$ cat src/rtl/mem_port_arbiter.sv
// Shares one off-chip memory port among NUM_CH cache controllers. Ownership is
// held for a whole fill and is not handed over while reads are still returning.
module mem_port_arbiter #(
    parameter int NUM_CH  = 2,
    parameter int AW      = 16,
    parameter int DW      = 16,
    parameter int RR_MODE = 0,
    parameter int MAX_OUT = 4
) (
    input  logic                 clk,
    input  logic                 rst_n,
    input  logic [NUM_CH-1:0]    ch_req,
    input  logic [NUM_CH-1:0]    ch_en,
    input  logic [NUM_CH-1:0]    ch_wr,
    input  logic [NUM_CH*AW-1:0] ch_addr,
    input  logic [NUM_CH*DW-1:0] ch_wdata,
    output logic [NUM_CH-1:0]    ch_gnt,
    output logic [NUM_CH-1:0]    ch_accept,
    output logic [DW-1:0]        ch_rdata,
    output logic [NUM_CH-1:0]    ch_rvalid,
    output logic                 mem_en,
    output logic                 mem_wr,
    output logic [AW-1:0]        mem_addr,
    output logic [DW-1:0]        mem_wdata,
    input  logic [DW-1:0]        mem_rdata,
    input  logic                 mem_rvalid
);
    localparam int OW = $clog2(NUM_CH);
    localparam int CW = $clog2(MAX_OUT + 1);

    typedef enum logic [1:0] {IDLE, OWN, DRAIN} state_t;

    state_t              state_q, state_n;
    logic [NUM_CH-1:0]   gnt_q, gnt_n;
    logic [OW-1:0]       owner_q, owner_n;
    logic [OW-1:0]       last_q, last_n;
    logic [OW-1:0]       rd_owner_q, rd_owner_n;
    logic [CW-1:0]       out_cnt, cnt_nxt;
    logic                err_q;

    logic [OW-1:0]       win;
    logic                win_vld;
    logic                accept, acc_rd, rv_ok, take;
    int                  idx;

    // Round-robin scans upward from the slot after the previous owner.
    always_comb begin
        win     = '0;
        win_vld = 1'b0;
        idx     = 0;
        for (int k = 0; k < NUM_CH; k++) begin
            idx = (RR_MODE != 0) ? (int'(last_q) + 1 + k) % NUM_CH : k;
            if (!win_vld && ch_req[idx]) begin
                win_vld = 1'b1;
                win     = OW'(idx);
            end
        end
    end

    assign accept = gnt_q[owner_q] & ch_en[owner_q]
                  & (ch_wr[owner_q] | (out_cnt < CW'(MAX_OUT)));
    assign acc_rd = accept & ~ch_wr[owner_q];
    // A return with nothing outstanding is dropped rather than underflowing.
    assign rv_ok  = mem_rvalid & (out_cnt != '0);

    assign ch_gnt    = gnt_q;
    assign mem_en    = accept;
    assign mem_wr    = accept & ch_wr[owner_q];
    assign mem_addr  = gnt_q[owner_q] ? ch_addr[int'(owner_q)*AW +: AW]  : '0;
    assign mem_wdata = gnt_q[owner_q] ? ch_wdata[int'(owner_q)*DW +: DW] : '0;
    assign ch_rdata  = mem_rdata;

    always_comb begin
        ch_accept          = '0;
        ch_accept[owner_q] = accept;
        ch_rvalid             = '0;
        ch_rvalid[rd_owner_q] = rv_ok;
    end

    always_comb begin
        cnt_nxt = out_cnt;
        if (acc_rd && !rv_ok)      cnt_nxt = out_cnt + CW'(1);
        else if (!acc_rd && rv_ok) cnt_nxt = out_cnt - CW'(1);
    end

    // Handover only once the count settles at zero, so a final return landing
    // in the release cycle still hands over on that edge.
    always_comb begin
        state_n    = state_q;
        gnt_n      = gnt_q;
        owner_n    = owner_q;
        last_n     = last_q;
        rd_owner_n = rd_owner_q;
        take       = 1'b0;
        case (state_q)
            IDLE: take = 1'b1;
            OWN: begin
                if (!ch_req[owner_q]) begin
                    if (cnt_nxt == '0) begin
                        take = 1'b1;
                    end else begin
                        state_n = DRAIN;
                        gnt_n   = '0;
                    end
                end
            end
            DRAIN: if (cnt_nxt == '0) take = 1'b1;
            default: begin
                state_n = IDLE;
                gnt_n   = '0;
            end
        endcase
        if (take) begin
            gnt_n = '0;
            if (win_vld) begin
                state_n    = OWN;
                gnt_n[win] = 1'b1;
                owner_n    = win;
                last_n     = win;
                rd_owner_n = win;
            end else begin
                state_n = IDLE;
            end
        end
    end

    always_ff @(posedge clk or negedge rst_n) begin
        if (!rst_n) begin
            state_q    <= IDLE;
            gnt_q      <= '0;
            owner_q    <= '0;
            last_q     <= OW'(NUM_CH - 1);
            rd_owner_q <= '0;
            out_cnt    <= '0;
            err_q      <= 1'b0;
        end else begin
            state_q    <= state_n;
            gnt_q      <= gnt_n;
            owner_q    <= owner_n;
            last_q     <= last_n;
            rd_owner_q <= rd_owner_n;
            out_cnt    <= cnt_nxt;
            if (mem_rvalid && out_cnt == '0) err_q <= 1'b1;
        end
    end
endmodule

$ cat config.mk
export PLATFORM = sky130hd
export DESIGN_NAME = mem_port_arbiter
export DESIGN_NICKNAME = d
export VERILOG_FILES = /design/src/rtl/mem_port_arbiter.sv
export SDC_FILE = /design/constraint.sdc
export NUM_CORES = 1
export LEC_CHECK = 0
export CORE_ASPECT_RATIO = 2
export CORE_MARGIN = 2
export CORE_UTILIZATION = 29
export CTS_CLUSTER_DIAMETER = 150
export CTS_CLUSTER_SIZE = 8
export DETAILED_ROUTE_END_ITERATION = 8
export GPL_TIMING_DRIVEN = 0
export PLACE_DENSITY_LB_ADDON = 0.2
export REMOVE_ABC_BUFFERS = 1
export SYNTH_ARGS = -nofsm -noshare
export SYNTH_HDL_FRONTEND = slang
export SYNTH_SLANG_ARGS = --single-unit
$ cat constraint.sdc
create_clock -name clk -period 2.9 [get_ports clk]
set_clock_uncertainty 0.1 [all_clocks]
set_input_delay 0.58 -clock clk [delete_from_list [all_inputs] [get_ports clk]]
set_output_delay 0.58 -clock clk [all_outputs]
set_load 0.02 [all_outputs]
### Word level (Yosys, flattened, before mapping)

Index checks and enable logic that the tools add are counted.
W data, S select, Z words.

* bitwise logic cells: 9
* multiplexer cells: 32
* shift-type cells: 2
* reduce and logical (&&, ||, !) cells: 14
* equal/unequal tests: 5
* add/subtract/negate cells: 2
* order comparisons: 5

Operators by type and width (number)
* $shiftx A32 B6 Y16: 2
* $mux W16: 2
* $mux W1: 16
* $mux W2: 7
* $pmux W2 S2: 2
* $mux W3: 2
* $ne A3 B3 Y1 const B: 2
* $and A1 B1 Y1: 5
* $logic_and A1 B1 Y1: 5
* $and A2 B2 Y2: 2
* $lt A1 B2 Y1 const B: 2
* $add A3 B1 Y3 const B: 1
* $logic_not A1 Y1: 3
* $logic_not A3 Y1: 1
* $lt A3 B3 Y1 const B: 1
* $pmux W1 S3: 1
* $reduce_and A3 Y1: 1
* $reduce_bool A3 Y1: 1
* $sub A3 B1 Y3 const B: 1
* $demux W1 S1: 2
* $eq A2 B1 Y1 const B: 1
* $eq A2 B2 Y1 const B: 1
* $ge A1 B1 Y1 const B: 2
* $logic_not A2 Y1: 1
* 5 further kinds: 5

* input bits: 89
* word-level logic and storage cells: 73
* bits in registers: 8
* output and inout bits: 56

### Depth between registers and ports, before layout

Gate-level depths: netlist of run 1.

* word-level depth: 15
* depth in mapped cells: 8
* depth with buffers taken out: 8

### Worst setup path after synthesis of run 1

Ideal clock, no wire load.

* path kind: input -> output
* start point: input port ch_en[0]
* end point: output port ch_accept[0]
* setup slack: 0.639 ns
* required time: 2.220 ns
* data arrival time: 1.581 ns
* stages: 5
* path buffers: 0
* cell sequence: nand2_1 -> nor2_1 -> a31oi_1 -> a21oi_1 -> nor2b_1

* cells in the longest elaborated chain, start to end: 5

Ends and longest elaborated chain
* from (decl): line 13 `input logic [NUM_CH-1:0] ch_en,`
* $mux W1 (not written as such) (2 in series): line 60 `assign accept = gnt_q[owner_q] & ch_en[owner_q]`
* $and A1 B1 Y1: line 60
* $and A1 B1 Y1: line 61 `& (ch_wr[owner_q] | (out_cnt < CW'(MAX_OUT)));`
* net mem_en: line 21 `output logic mem_en,`
* $and A2 B2 Y2 (no source line)
* to (decl): line 18 `output logic [NUM_CH-1:0] ch_accept,`

The timed path passes the listed nets, and every way through them passes these cells. The select of a mux whose other input is x is not followed.

### Final worst setup path of run 1

* start point: input port mem_rvalid
* end point: output port ch_rvalid[0]

* cells in the longest elaborated chain, start to end: 2

Ends and longest elaborated chain
* from (decl): line 26 `input logic mem_rvalid`
* $and A1 B1 Y1: line 64 `assign rv_ok = mem_rvalid & (out_cnt != '0);`
* $and A2 B2 Y2 (no source line)
* to (decl): line 20 `output logic [NUM_CH-1:0] ch_rvalid,`

Every way passes these cells.

==> flow_metrics.env, run 1 <==
export IMPL_outcome="finished, final reports clean"
export IMPL_seqPwrFrac_pct=14.1
export IMPL_relSlewSlack_pct=72.6
export IMPL_critPathMostFrequentCell="clkdlybuf4s50_1"
export IMPL_cp_cell_sequence="clkdlybuf4s50_1 > nand2_1 > nor2_1 > clkdlybuf4s50_1"
export IMPL_die_height_microns=101
export IMPL_placed_area_sq_mm=0.00243
export IMPL_drv_cap=0
export IMPL_drt_first_pass_iters=4
export IMPL_timing_fmax_mhz=357
export IMPL_ioPinCount=145
export IMPL_clock_root_buffer="clkbuf_8"
export IMPL_top_layer="met4"
export IMPL_p_int_w=0.00114
export IMPL_grt_pass1_wl_microns=7110
export IMPL_rows=35
export IMPL_worstPathBufferInverterCount=2
export IMPL_hold_viol=0
export IMPL_syn_inst=172
export IMPL_synth_area_sq_mm=0.00138
export IMPL_p_leak_nw=0.992
export IMPL_power_density_mw_per_mm2=871
export IMPL_ys_seq_area_share_pct=14.6
export IMPL_grt_pass1_vias=1512
export IMPL_core_sq_mm=0.00460
export IMPL_crit_arrival_ns=2.12
export IMPL_vias_per_cell=4.89
export IMPL_clkSinkCount=8
export IMPL_wl_per_cell_microns=15.6
export IMPL_crit_path_max_fanout=8
export IMPL_place_congestion=0.824
export IMPL_ys_ff_latch=8
export IMPL_met1_length_microns=1620
export IMPL_clk_latency_ns=0.23
export IMPL_syn_mean_instance_area_sq_um=7.99
export IMPL_fillCellCount=434
export IMPL_n_antenna_cell=0
export IMPL_wl_microns=4970
export IMPL_final_net_count=356
export IMPL_drv_slew=0
export IMPL_detail_route_iter0_violations=31
export IMPL_swShare_pct=47.5
export IMPL_async_flop_share_pct=100
export IMPL_crit_required_ns=2.22
export IMPL_critPathKind="in -> out"
export IMPL_die_area_sq_mm=0.00534
export IMPL_slowest_stage="clkdlybuf4s50_1"
export IMPL_grt_overflow=0
export IMPL_dp_hpwl_microns=4210
export IMPL_clockPowerShare_pct=6.5
export IMPL_post_route_cell_area_sq_mm=0.00249
export IMPL_ir_worst_vdd_mv=0.533
export IMPL_cts_buffer_depth=2
export IMPL_drc=0
export IMPL_vias=1556
export IMPL_synth_edf_count=0
export IMPL_grt_start_max_net_pins=27
export IMPL_finalCritPeriodShare_pct=96.6
export IMPL_slowest_delay_ns=0.63
export IMPL_setup_viol=0
export IMPL_ys_warn_count=0
export IMPL_cts_tree="done"
export IMPL_rsz0062_at_grt="false"
export IMPL_area_delta_synth_final_pct=80.9
export IMPL_tightest_slew_ns=0.400
export IMPL_wl_met2_microns=2860
export IMPL_io_buffer_count=112
export IMPL_comb_power_share_pct=79.4
export IMPL_clk_pin_slew_ns=0.04
export IMPL_min_path_type="reg -> reg"
export IMPL_instances_no_fill=318
export IMPL_period_needed_ns=2.80
export IMPL_worst_setup_path_end_kind="output port"
export IMPL_synth_main_ff_cell="dfrtp_1"
export IMPL_critical_path_top_delay_family="buffers and inverters"
export IMPL_switchingPower_w=0.00103
export IMPL_wl_met3_microns=413
export IMPL_htree_levels=1
export IMPL_antenna_found_initial=0
export IMPL_grt_util_all_layers_pct=17.7
export IMPL_ant_nets=0
export IMPL_die_x_microns=52.7
export IMPL_numCtsBuffers=3
export IMPL_drive_above_1_share_pct=7.22
export IMPL_worst_setup_path_start_kind="input pin"
export IMPL_ys_types=43
export IMPL_initial_utilization_pct=29.9
export IMPL_place_inst=313
[what timing repair did]
item / CTS / global route
setup endpoints to repair: 24 / 1
gates resized for setup: 3 / 1
cloned: 0 / 0
hold buffers: 0 / 0
endpoints found under the hold margin: 0 / 0
setup buffers: 1 / 0
[routing by layer]
metal	up-vias	track usage, %
li1	764	-
met1	696	17.0
met2	88	33.8
met3	8	5.90
met4	0	5.33
met5	-	0
[Yosys cell counts (2+ instances only)]
library cell	instances	area, sq um
dfrtp_1	8	200
a211oi_1	3	22.5
nand4_1	2	12.5
ha_1	3	37.5
mux2i_1	37	370
and2_1	3	18.8
a211o_1	2	17.5
buf_2	3	15.0
nand4b_1	2	17.5
buf_4	17	128
nand2b_1	2	12.5
nor2_1	41	154
nand3b_1	2	15.0
a21oi_1	3	15.0
clkbuf_1	4	15.0
and3_2	2	15.0
a221o_1	3	30.0
inv_1	4	15.0
nand2_1	6	22.5
maj3_1	2	20.0
[cells by family (layout without fill, tap and decap cells)]
family	Yosys count	count (layout)	share of synthesized area (%)
flops	8	8	14.6
mux	37	37	26.9
compound gates	20	20	12.0
simple gates	68	68	25.8
fa+ha+maj	5	5	4.19
buf+inv	32	123	15.2
xor+xnor	2	2	1.27
[power by group through the flow]
stage	logic [W]	registers (W)	clock network, W
finish	0.00172	0.000306	0.000140
global route	0.00184	0.000320	0.000149
floorplan	0.000927	0.000324	0
global placement	0.00159	0.000358	0
CTS	0.00175	0.000309	0.000142
detailed placement	0.00173	0.000306	0
[stage by stage]
stage	util (%)	total power [W]	setup WS, ns	TNS (ns)	hold WS [ns]
final	54.1	0.00217	0.0984	0	0.470
after global routing	54.1	0.00231	0.0281	0	0.502
after CTS	54.0	0.00220	0.0397	0	0.471
after detailed placement	52.9	0.00203	-0.108	-0.184	0.465
after global placement	51.6	0.00195	-2.61	-91.50	0.462
after floorplan	-	0.00125	-0.965	-32.31	0.184
[cell usage in the layout (no fill, tap or decap), drive strengths merged, types with 4 or more instances in the layout]
| cell type | instances |
|---|---|
| clkdlybuf4s50 | 109 |
| nand2 | 6 |
| nor2 | 42 |
| clkbuf | 4 |
| and2 | 4 |
| dfrtp | 8 |
| inv | 4 |
| a21oi | 4 |
| mux2i | 37 |
[area by class of cell]
cell class                 instances  area [sq um]  share of cell area [%]
timing repair buffer             115          1180                    47.3
multi-input combinational        132           978                    39.3
sequential                         8           204                    8.20
tap                               55          68.8                    2.77
clock buffer                       4          45.0                    1.81
inverter                           4          15.0                   0.604
[sequential cells by signal, indices dropped and copies added (netlist names)]
signal,flops
ch_gnt,2
out_cnt,3
state_q,2
rd_owner_q,1
[final timing paths]
check,slack (ns),cells after the start,end,startpoint
worst min register to register,0.47,1,out_cnt[0],out_cnt[0]
worst max register to register,0.45,6,ch_gnt[1],rd_owner_q
worst max-delay path,0.1,4,ch_rvalid[0],mem_rvalid
worst min-delay path,0.47,1,out_cnt[0],out_cnt[0]
max in group asynchronous,1.86,1,rd_owner_q,rst_n
min in group asynchronous,0.54,1,out_cnt[2],rst_n
Note: power is estimated with default switching activity, not from simulation.
==> inputs of run 2 (changes only) <==
Settings changed: GPL_ROUTABILITY_DRIVEN set to 0.
==> results of run 2 <==
Final layout, timing and power as in run 1 (identical DEF).
==> inputs of run 3 (changes only) <==
Settings changed: GPL_TIMING_DRIVEN 0 to not set, SLEW_MARGIN set to 15.
==> run 3 against run 2 <==
  * Critical path depth up 2
  * Non-clock buffer count up 2
  * Maximum frequency up 1.4%
  * Critical path type unchanged
  * Critical endpoint is now mem_en
==> flow_metrics.env, run 3 (synthesis gave the netlist of run 1 again) <==
export IMPL_outcome="finished, final reports clean"
export IMPL_die_area_sq_mm=0.00534
export IMPL_drive_above_1_share_pct=7.92
export IMPL_finalCritPeriodShare_pct=95.3
export IMPL_ant_nets=0
export IMPL_grt_start_max_net_pins=34
export IMPL_hold_viol=0
export IMPL_setup_viol=0
export IMPL_drv_cap=0
export IMPL_detail_route_iter0_violations=13
export IMPL_min_path_type="reg -> reg"
export IMPL_gr_max_usage_layer="met2"
export IMPL_initial_utilization_pct=29.9
export IMPL_timing_fmax_mhz=362
export IMPL_n_antenna_cell=0
export IMPL_area_delta_synth_final_pct=81.0
export IMPL_ctsHoldBuffers=0
export IMPL_met3_usage_pct=5.31
export IMPL_critPathKind="in -> out"
export IMPL_holdCritStartpoint="out_cnt[0]"
export IMPL_grt_util_met2_pct=34.4
export IMPL_worst_setup_path_end_kind="output port"
export IMPL_core_sq_mm=0.00460
export IMPL_r2r_slack_ns=0.58
export IMPL_crit_path_start="ch_en[0]"
export IMPL_vias=1541
export IMPL_period_needed_ns=2.76
export IMPL_drv_slew=0
export IMPL_min_to="out_cnt[0]"
export IMPL_antenna_found_initial=0
export IMPL_min_path_cells=1
export IMPL_clk_pin_slew_ns=0.04
export IMPL_cts_buffer_depth=2
export IMPL_p_leak_nw=1.01
export IMPL_ioPinCount=145
export IMPL_crit_path_max_fanout=3
export IMPL_vias_per_cell=4.82
export IMPL_die_x_microns=52.7
export IMPL_grt_util_all_layers_pct=17.8
export IMPL_rows=35
export IMPL_crit_arrival_ns=2.08
export IMPL_dp_hpwl_microns=4100
export IMPL_drc=0
export IMPL_reg2reg_from="out_cnt[0]"
export IMPL_grt_overflow=0
export IMPL_wl_microns=4890
export IMPL_reg2regPathDepth=8
export IMPL_clkSinkCount=8
export IMPL_rsz0062_at_grt="false"
export IMPL_crit_required_ns=2.22
export IMPL_final_net_count=358
export IMPL_worst_setup_path_start_kind="input pin"
export IMPL_grt_pass1_wl_microns=7090
export IMPL_ir_worst_vdd_mv=0.455
export IMPL_final_common_cell="clkdlybuf4s50_1"
export IMPL_cts_tree="done"
export IMPL_io_buffer_count=112
export IMPL_tightest_slew_ns=0.387
export IMPL_r2r_end="ch_gnt[0]"
export IMPL_largest_register_ffs=3
export IMPL_wl_per_cell_microns=15.3
export IMPL_grtUsageMet1_pct=17.4
export IMPL_drt_first_pass_iters=4
export IMPL_clock_root_buffer="clkbuf_8"
export IMPL_power_density_mw_per_mm2=857
export IMPL_final_cell_mix="clkdlybuf4s50_1 (110), nor2_1 (41), mux2i_1 (36)"
export IMPL_cts_resized_gates=0
export IMPL_clk_latency_ns=0.23
export IMPL_die_height_microns=101
export IMPL_placed_area_sq_mm=0.00244
export IMPL_max_flop_register="out_cnt"
export IMPL_htree_levels=1
export IMPL_post_route_cell_area_sq_mm=0.00249
export IMPL_relSlewSlack_pct=73.5
export IMPL_grt_pass1_vias=1524
export IMPL_numCtsBuffers=3
export IMPL_timing_hold_ws_ns=0.465
export IMPL_cts_setup_buffers=0
==> run 3: critical path: stages <==
cell	delay, ns
clkdlybuf4s50_1	0.48
nand2_1	0.06
nor2_1	0.09
a31oi_1	0.06
a21oi_1	0.19
clkdlybuf4s50_1	0.63
==> run 3: layer usage <==
metal / routed length, microns / up-vias / share of wire, %
li1: - / 767 / -
met1: 1560 / 686 / 32
met2: 2900 / 84 / 59
met3: 385 / 4 / 7.9
met4: 44 / 0 / 0.90
met5: 0 / - / 0
==> run 3: worst max-delay path by stage <==
stage | to | slack [ns] | depth (start not counted)
6_report | mem_en | 0.14 | 6
5_1_grt | mem_en | 0.03 | 6
4_1_cts | ch_accept[0] | 0.002 | 7
3_5_place_dp | ch_accept[0] | 0.02 | 7
3_3_place_gp | ch_accept[0] | 0.02 | 7
2_1_floorplan | mem_addr[0] | -0.97 | 2
==> run 3: area by class of cell <==
class	count	area, sq um
Inverter	4	15.0
Tap cell	55	68.8
Multi-Input combinational cell	132	970
Fill cell	423	2110
Clock buffer	4	45.0
Timing Repair Buffer	117	1190
Sequential cell	8	201
==> run 3: through the flow <==
stage	util, %	TNS, ns	std cells	power [W]	setup WS [ns]
2_1_floorplan	-	-32.31	144	0.00125	-0.965
3_3_place_gp	53.0	0	316	0.00201	0.0192
3_5_place_dp	53.0	0	316	0.00201	0.0153
4_1_cts	54.0	0	320	0.00216	0.00226
5_1_grt	54.1	0	320	0.00230	0.0342
6_report	54.1	0	320	0.00213	0.137
==> run 3: power breakdown <==
| part | internal [W] | switching, W |
|---|---|---|
| combinational | 0.000861 | 0.000859 |
| sequential | 0.000167 | 0.000106 |
| clock | 0.0000953 | 0.0000442 |
| total | 0.00112 | 0.00101 |
